--- src/rtl/branch_redirect_ctrl.sv ---
// ---------------------------------------------------------------------------
// branch_redirect_ctrl
//
// Sequences misprediction recovery for results coming out of the branch unit.
// A mispredicted branch whose epoch matches the current global epoch starts a
// recovery sequence:
//   1. The global epoch is bumped, so results from the wrong path become stale.
//   2. A one-cycle flush is broadcast, carrying the branch's ROB index.
//   3. The controller waits for the ROB/RAT walk to report completion.
//   4. The frontend is steered to the correct PC through a valid/ready handshake.
// Fetch is stalled for the whole sequence. An older branch, tagged with the same
// (pre-bump) epoch, that resolves mid-sequence preempts the one in flight. It
// restarts the flush with its own index and PC and leaves the epoch unchanged.
//
// Ports
//   clk                  clock
//   rst_n                asynchronous active-low reset
//   br_valid_i           branch result valid (one-cycle pulse)
//   br_mispredict_i      result needs a redirect
//   br_epoch_i           epoch tag carried by the branch
//   br_rob_idx_i         ROB index of the branch
//   br_redirect_pc_i     correct next PC
//   rob_head_i           oldest ROB entry, reference point for age compares
//   recover_done_i       ROB/RAT recovery complete (level)
//   flush_valid_o        one-cycle flush broadcast
//   flush_rob_idx_o      ROB index of the mispredicted branch
//   cur_epoch_o          current global epoch
//   fe_stall_o           fetch stall, high whenever a sequence is in flight
//   fe_redirect_valid_o  redirect request to the frontend
//   fe_redirect_ready_i  frontend accepts the redirect
//   fe_redirect_pc_o     redirect target
//   mispredict_cnt_o     accepted-mispredict count, saturating
//
// Every output comes from a flop or from a decode of the state register, so no
// input reaches an output combinationally.
// ---------------------------------------------------------------------------
module branch_redirect_ctrl #(
  parameter int ROB_W = 5,
  parameter int CNT_W = 16
) (
  input  logic             clk,
  input  logic             rst_n,
  input  logic             br_valid_i,
  input  logic             br_mispredict_i,
  input  logic [1:0]       br_epoch_i,
  input  logic [ROB_W-1:0] br_rob_idx_i,
  input  logic [31:0]      br_redirect_pc_i,
  input  logic [ROB_W-1:0] rob_head_i,
  input  logic             recover_done_i,
  output logic             flush_valid_o,
  output logic [ROB_W-1:0] flush_rob_idx_o,
  output logic [1:0]       cur_epoch_o,
  output logic             fe_stall_o,
  output logic             fe_redirect_valid_o,
  input  logic             fe_redirect_ready_i,
  output logic [31:0]      fe_redirect_pc_o,
  output logic [CNT_W-1:0] mispredict_cnt_o
);

  typedef enum logic [1:0] {
    ST_IDLE     = 2'd0,
    ST_FLUSH    = 2'd1,
    ST_RECOVER  = 2'd2,
    ST_REDIRECT = 2'd3
  } state_e;

  state_e           state_q, state_d;
  logic [1:0]       cur_epoch_q, cur_epoch_d;
  logic [1:0]       pend_epoch_q, pend_epoch_d;
  logic [ROB_W-1:0] pend_rob_idx_q, pend_rob_idx_d;
  logic [31:0]      pend_pc_q, pend_pc_d;
  logic [CNT_W-1:0] cnt_q, cnt_d;
  logic             accept_s;

  // Age compare on a circular ROB. Both indexes are rebased to the head so
  // that wrap-around does not matter. Equal indexes are never older.
  function automatic logic is_older(input logic [ROB_W-1:0] idx_a,
                                    input logic [ROB_W-1:0] idx_b,
                                    input logic [ROB_W-1:0] head);
    logic [ROB_W-1:0] dist_a;
    logic [ROB_W-1:0] dist_b;
    dist_a = idx_a - head;
    dist_b = idx_b - head;
    return (dist_a < dist_b);
  endfunction

  // Saturating increment for the mispredict counter.
  function automatic logic [CNT_W-1:0] sat_inc(input logic [CNT_W-1:0] val);
    logic [CNT_W-1:0] res;
    if (val == {CNT_W{1'b1}}) begin
      res = val;
    end else begin
      res = val + CNT_W'(1'b1);
    end
    return res;
  endfunction

  // Accept qualification: in IDLE, match the live epoch. Mid-sequence, only a
  // strictly older branch from the same pre-bump epoch may take over.
  always_comb begin
    accept_s = 1'b0;
    if (br_valid_i && br_mispredict_i) begin
      if (state_q == ST_IDLE) begin
        accept_s = (br_epoch_i == cur_epoch_q);
      end else begin
        accept_s = (br_epoch_i == pend_epoch_q) &&
                   is_older(br_rob_idx_i, pend_rob_idx_q, rob_head_i);
      end
    end else begin
      accept_s = 1'b0;
    end
  end

  // Next-state logic. An accept wins over recover_done and the frontend
  // handshake in every busy state.
  always_comb begin
    state_d = state_q;
    case (state_q)
      ST_IDLE: begin
        if (accept_s) begin
          state_d = ST_FLUSH;
        end else begin
          state_d = ST_IDLE;
        end
      end
      ST_FLUSH: begin
        if (accept_s) begin
          state_d = ST_FLUSH;
        end else begin
          state_d = ST_RECOVER;
        end
      end
      ST_RECOVER: begin
        if (accept_s) begin
          state_d = ST_FLUSH;
        end else if (recover_done_i) begin
          state_d = ST_REDIRECT;
        end else begin
          state_d = ST_RECOVER;
        end
      end
      ST_REDIRECT: begin
        if (accept_s) begin
          state_d = ST_FLUSH;
        end else if (fe_redirect_ready_i) begin
          state_d = ST_IDLE;
        end else begin
          state_d = ST_REDIRECT;
        end
      end
      default: begin
        state_d = ST_IDLE;
      end
    endcase
  end

  // Pending-branch and epoch bookkeeping. The epoch advances only when a
  // sequence starts from IDLE. A preempting branch already carries the
  // pre-bump epoch, so both epoch registers are left alone.
  always_comb begin
    cur_epoch_d    = cur_epoch_q;
    pend_epoch_d   = pend_epoch_q;
    pend_rob_idx_d = pend_rob_idx_q;
    pend_pc_d      = pend_pc_q;
    cnt_d          = cnt_q;
    if (accept_s) begin
      pend_rob_idx_d = br_rob_idx_i;
      pend_pc_d      = br_redirect_pc_i;
      cnt_d          = sat_inc(cnt_q);
      if (state_q == ST_IDLE) begin
        pend_epoch_d = br_epoch_i;
        cur_epoch_d  = cur_epoch_q + 2'd1;
      end else begin
        pend_epoch_d = pend_epoch_q;
        cur_epoch_d  = cur_epoch_q;
      end
    end else begin
      cnt_d = cnt_q;
    end
  end

  // State and datapath registers.
  always_ff @(posedge clk or negedge rst_n) begin
    if (!rst_n) begin
      state_q        <= ST_IDLE;
      cur_epoch_q    <= 2'd0;
      pend_epoch_q   <= 2'd0;
      pend_rob_idx_q <= {ROB_W{1'b0}};
      pend_pc_q      <= 32'd0;
      cnt_q          <= {CNT_W{1'b0}};
    end else begin
      state_q        <= state_d;
      cur_epoch_q    <= cur_epoch_d;
      pend_epoch_q   <= pend_epoch_d;
      pend_rob_idx_q <= pend_rob_idx_d;
      pend_pc_q      <= pend_pc_d;
      cnt_q          <= cnt_d;
    end
  end

  // Outputs: state decodes and direct register taps only.
  assign flush_valid_o       = (state_q == ST_FLUSH);
  assign flush_rob_idx_o     = pend_rob_idx_q;
  assign cur_epoch_o         = cur_epoch_q;
  assign fe_stall_o          = (state_q != ST_IDLE);
  assign fe_redirect_valid_o = (state_q == ST_REDIRECT);
  assign fe_redirect_pc_o    = pend_pc_q;
  assign mispredict_cnt_o    = cnt_q;

endmodule

--- config.mk ---
export PLATFORM = sky130hd
export DESIGN_NAME = branch_redirect_ctrl
export DESIGN_NICKNAME = d
export VERILOG_FILES = /design/src/rtl/branch_redirect_ctrl.sv
export SDC_FILE = /design/constraint.sdc
export NUM_CORES = 1
export LEC_CHECK = 0
export BUFFER_PORTS_ARGS = -buffer_cell sky130_fd_sc_hd__buf_2
export CAP_MARGIN = 20
export CORE_UTILIZATION = 50
export DETAILED_ROUTE_END_ITERATION = 8
export PLACE_DENSITY = 0.92
export SETUP_SLACK_MARGIN = 0.05
export SLEW_MARGIN = 20
export SYNTH_ARGS = -nofsm -noshare
export SYNTH_HDL_FRONTEND = slang
export SYNTH_SLANG_ARGS = --single-unit
--- constraint.sdc ---
create_clock -name clk -period 4.1 [get_ports clk]
set_clock_uncertainty 0.1 [all_clocks]
set_input_delay 0.82 -clock clk [delete_from_list [all_inputs] [get_ports clk]]
set_output_delay 0.82 -clock clk [all_outputs]
set_load 0.03 [all_outputs]
==> impl_metrics.csv <==
group,metric,value,unit
status,status,"finished clean",
floorplanning,die_w,79.2,um
yosys,synthesis.nets,286,
timing,worst_slack,0.400,ns
power,power_frac_seq,0.335,
setup_path,arrival,3.80,ns
yosys,synth-seq-cells,59,
yosys,netlist_area,2980,um^2
power,combPwrFrac,0.486,
setup_path,end_kind,"flip-flop",
clocking,clk_path_buf_depth,2,
grt,grt_pass1_vias,2242,
grt,grt_max_degree,33,
cells_and_area,mostFrequentLayoutCells,"buf_2 (107), dfrtp_1 (59), mux2_4 (36), xnor2_1 (18), nand2_1 (16)",
yosys,netlist.area_leader.share,0.495,
setup_path,cp-start-kind,"primary input",
yosys,seq_area_frac_synth,0.495,
clocking,htreeDepth,3,
hold_path,min_path_type,"flip-flop to flip-flop",
setup_path,required,4.20,ns
cells_and_area,layout_commonest_cell,"buf_2",
timing,relSlewSlack,0.472,
grt,grt_pass1_wl,10000,um
clocking,clk_latency,0.33,ns
clocking,root_buffer,"clkbuf_8",
route,drt_pass1_iterations,4,
clocking,post-cts-setup-buffers,0,
yosys,synth.area.top_cells,"dfrtp_1 (50%), mux2_4 (18%), ha_1 (5.5%), xnor2_1 (5.3%), xor2_1 (3.2%)",
cells_and_area,n_antenna_cell,0,
power,p_leak,0.00207,uW
yosys,synth.distinct_cells,31,
power,power.share.clock,0.179,
floorplanning,core-area,5640,um^2
route,viasPerCell,5.02,
power,swShare,0.409,
route,ant_nets,0,
floorplanning,dieArea,6280,um^2
timing,worstMarginPinSlew,0.785,ns
route,wl_per_cell,14.8,um
yosys,syn_area_per_cell,13.5,um^2
cells_and_area,drive_above_1_share,0.493,
timing,rsz0062_at_grt,"false",
timing,hold-worst-slack,0.399,ns
cells_and_area,seq_area,1480,um^2
clocking,clock_sinks,59,
timing,final_max_slew_viol_count,0,
place,dp_hpwl,4600,um
yosys,synthCells,221,
clocking,clk_pin_slew_worst_paths,0.06,ns
yosys,yosys_warnings,0,
cells_and_area,post-route-util,0.670,
place,gp_congestion,0.786,
floorplanning,start_util,0.528,
setup_path,crit_type,"primary input to flip-flop",
cells_and_area,multi_input_area,1400,um^2
timing,fmax,270,MHz
cells_and_area,final_nets,401,
route,wirelength,6130,um
floorplanning,die_y,79.2,um
grt,antenna_found_initial,0,
clocking,postCtsResizedCells,0,
timing,fin_crit_sh,0.902,
route,route.detailed.drc,0,
route,num_vias,2072,
place,port_buffers,107,
clocking,cts_buffers,9,
clocking,hold_buffers,0,
cells_and_area,syn_to_final_growth,26.7,%
floorplanning,num_rows,27,
place,dp_slack,0.0688,ns
power,ir_drop,471,uV
cells_and_area,fillers,422,
clocking,cts_tree,"done",
power,power.internal,1720,uW
route,drt-initial-drc-count,67,
grt,grt-ovfl-total,0,
power,switchingPower,1190,uW
grt,gr-usage-all-layers,0.210,
timing,tns,0,ns
yosys,yosysTopAreaCell,"dfrtp_1",
timing,min_period,3.70,ns
flow_run,cap_violations,0,
timing,setup_viol,0,
floorplanning,ios,108,
setup_path,worst-path-max-fanout,26,
timing,hold_viol_final,0,
power,power_density,768,nW/um^2
## layout make-up
cell class,instances,share of cell area
Clock buffer,11,0.0374
Inverter,10,0.00994
Tap cell,72,0.0238
Timing Repair Buffer,111,0.153
Multi-Input combinational cell,145,0.371
Clock inverter,5,0.0139
Sequential cell,59,0.391
## layer usage
| metal | vias to the layer above | part of all wire | global-route usage |
|---|---|---|---|
| met4 | 0 | 0.018 | 0.0891 |
| met5 | - | 0 | 0 |
| met3 | 13 | 0.060 | 0.0529 |
| li1 | 985 | - | - |
| met1 | 990 | 0.43 | 0.250 |
| met2 | 84 | 0.49 | 0.358 |
## synthesized netlist by cell type
cell / count
a21o_1: 4
a21oi_1: 7
a311o_1: 1
and2_1: 2
and2_4: 1
and3_1: 3
and4_1: 1
buf_2: 2
buf_6: 5
dfrtp_1: 59
fa_1: 2
ha_1: 13
inv_1: 9
inv_2: 1
mux2_1: 2
mux2_4: 36
mux2i_1: 1
nand2_1: 16
nand3_1: 7
nand4_1: 6
nor2_1: 3
nor2b_1: 2
nor3_1: 2
nor4_2: 1
nor4_4: 2
o21ai_0: 1
o21ai_1: 1
or2_4: 1
or4_1: 1
xnor2_1: 18
xor2_1: 11
## critical path: stages
cell,delay (ns)
buf_2,0.10
inv_1,0.07
ha_1,0.15
inv_1,0.07
fa_1,0.40
a21o_1,0.17
a21oi_1,0.17
xnor2_1,0.10
ha_1,0.32
a21oi_1,0.16
nand4_1,0.10
a311o_1,0.31
and2_4,0.32
buf_4,0.23
mux2_4,0.30
## power by group through the flow
stage	sequential [uW]	clock [uW]	combinational, uW
finish	971	521	1410
global route	1000	555	1510
CTS	972	526	1420
detailed placement	975	0	1420
global placement	968	0	1370
floorplan	1370	0	646
## state kept, by name, indices dropped and copies added, names as in the netlist
| register | flops |
|---|---|
| fe_redirect_pc_o | 32 |
| mispredict_cnt_o | 16 |
| flush_rob_idx_o | 5 |
| cur_epoch_o | 2 |
| pend_epoch_q | 2 |
| state_q | 2 |
## through the flow
stage,area [um^2],cells,power (uW)
4_1_cts,3780,413,2920
5_1_grt,3780,413,3070
3_3_place_gp,3580,397,2340
2_1_floorplan,2980,221,2020
3_5_place_dp,3580,397,2390
6_report,3780,413,2900
## worst paths after layout
path                       slack [ns]                 start                    to  cells after the start
max                              0.40       br_rob_idx_i[0]  fe_redirect_pc_o[22]                     15
min                              0.40  mispredict_cnt_o[15]  mispredict_cnt_o[15]                      1
max reg2reg                      0.57    flush_rob_idx_o[0]  fe_redirect_pc_o[22]                     14
min reg2reg                      0.40  mispredict_cnt_o[15]  mispredict_cnt_o[15]                      1
max in group asynchronous        2.63                 rst_n   mispredict_cnt_o[6]                      2
min in group asynchronous        0.41                 rst_n   fe_redirect_pc_o[2]                      1
## kinds of logic after synthesis
kind of cell    count (synthesis)  synth area share
mux                            39             0.192
compound gates                 14            0.0285
flops                          59             0.495
buf+inv                        17            0.0348
xor+xnor                       29            0.0852
fa+ha+maj                      15            0.0680
simple gates                   48            0.0961
Power figures use the tool's default switching activity.
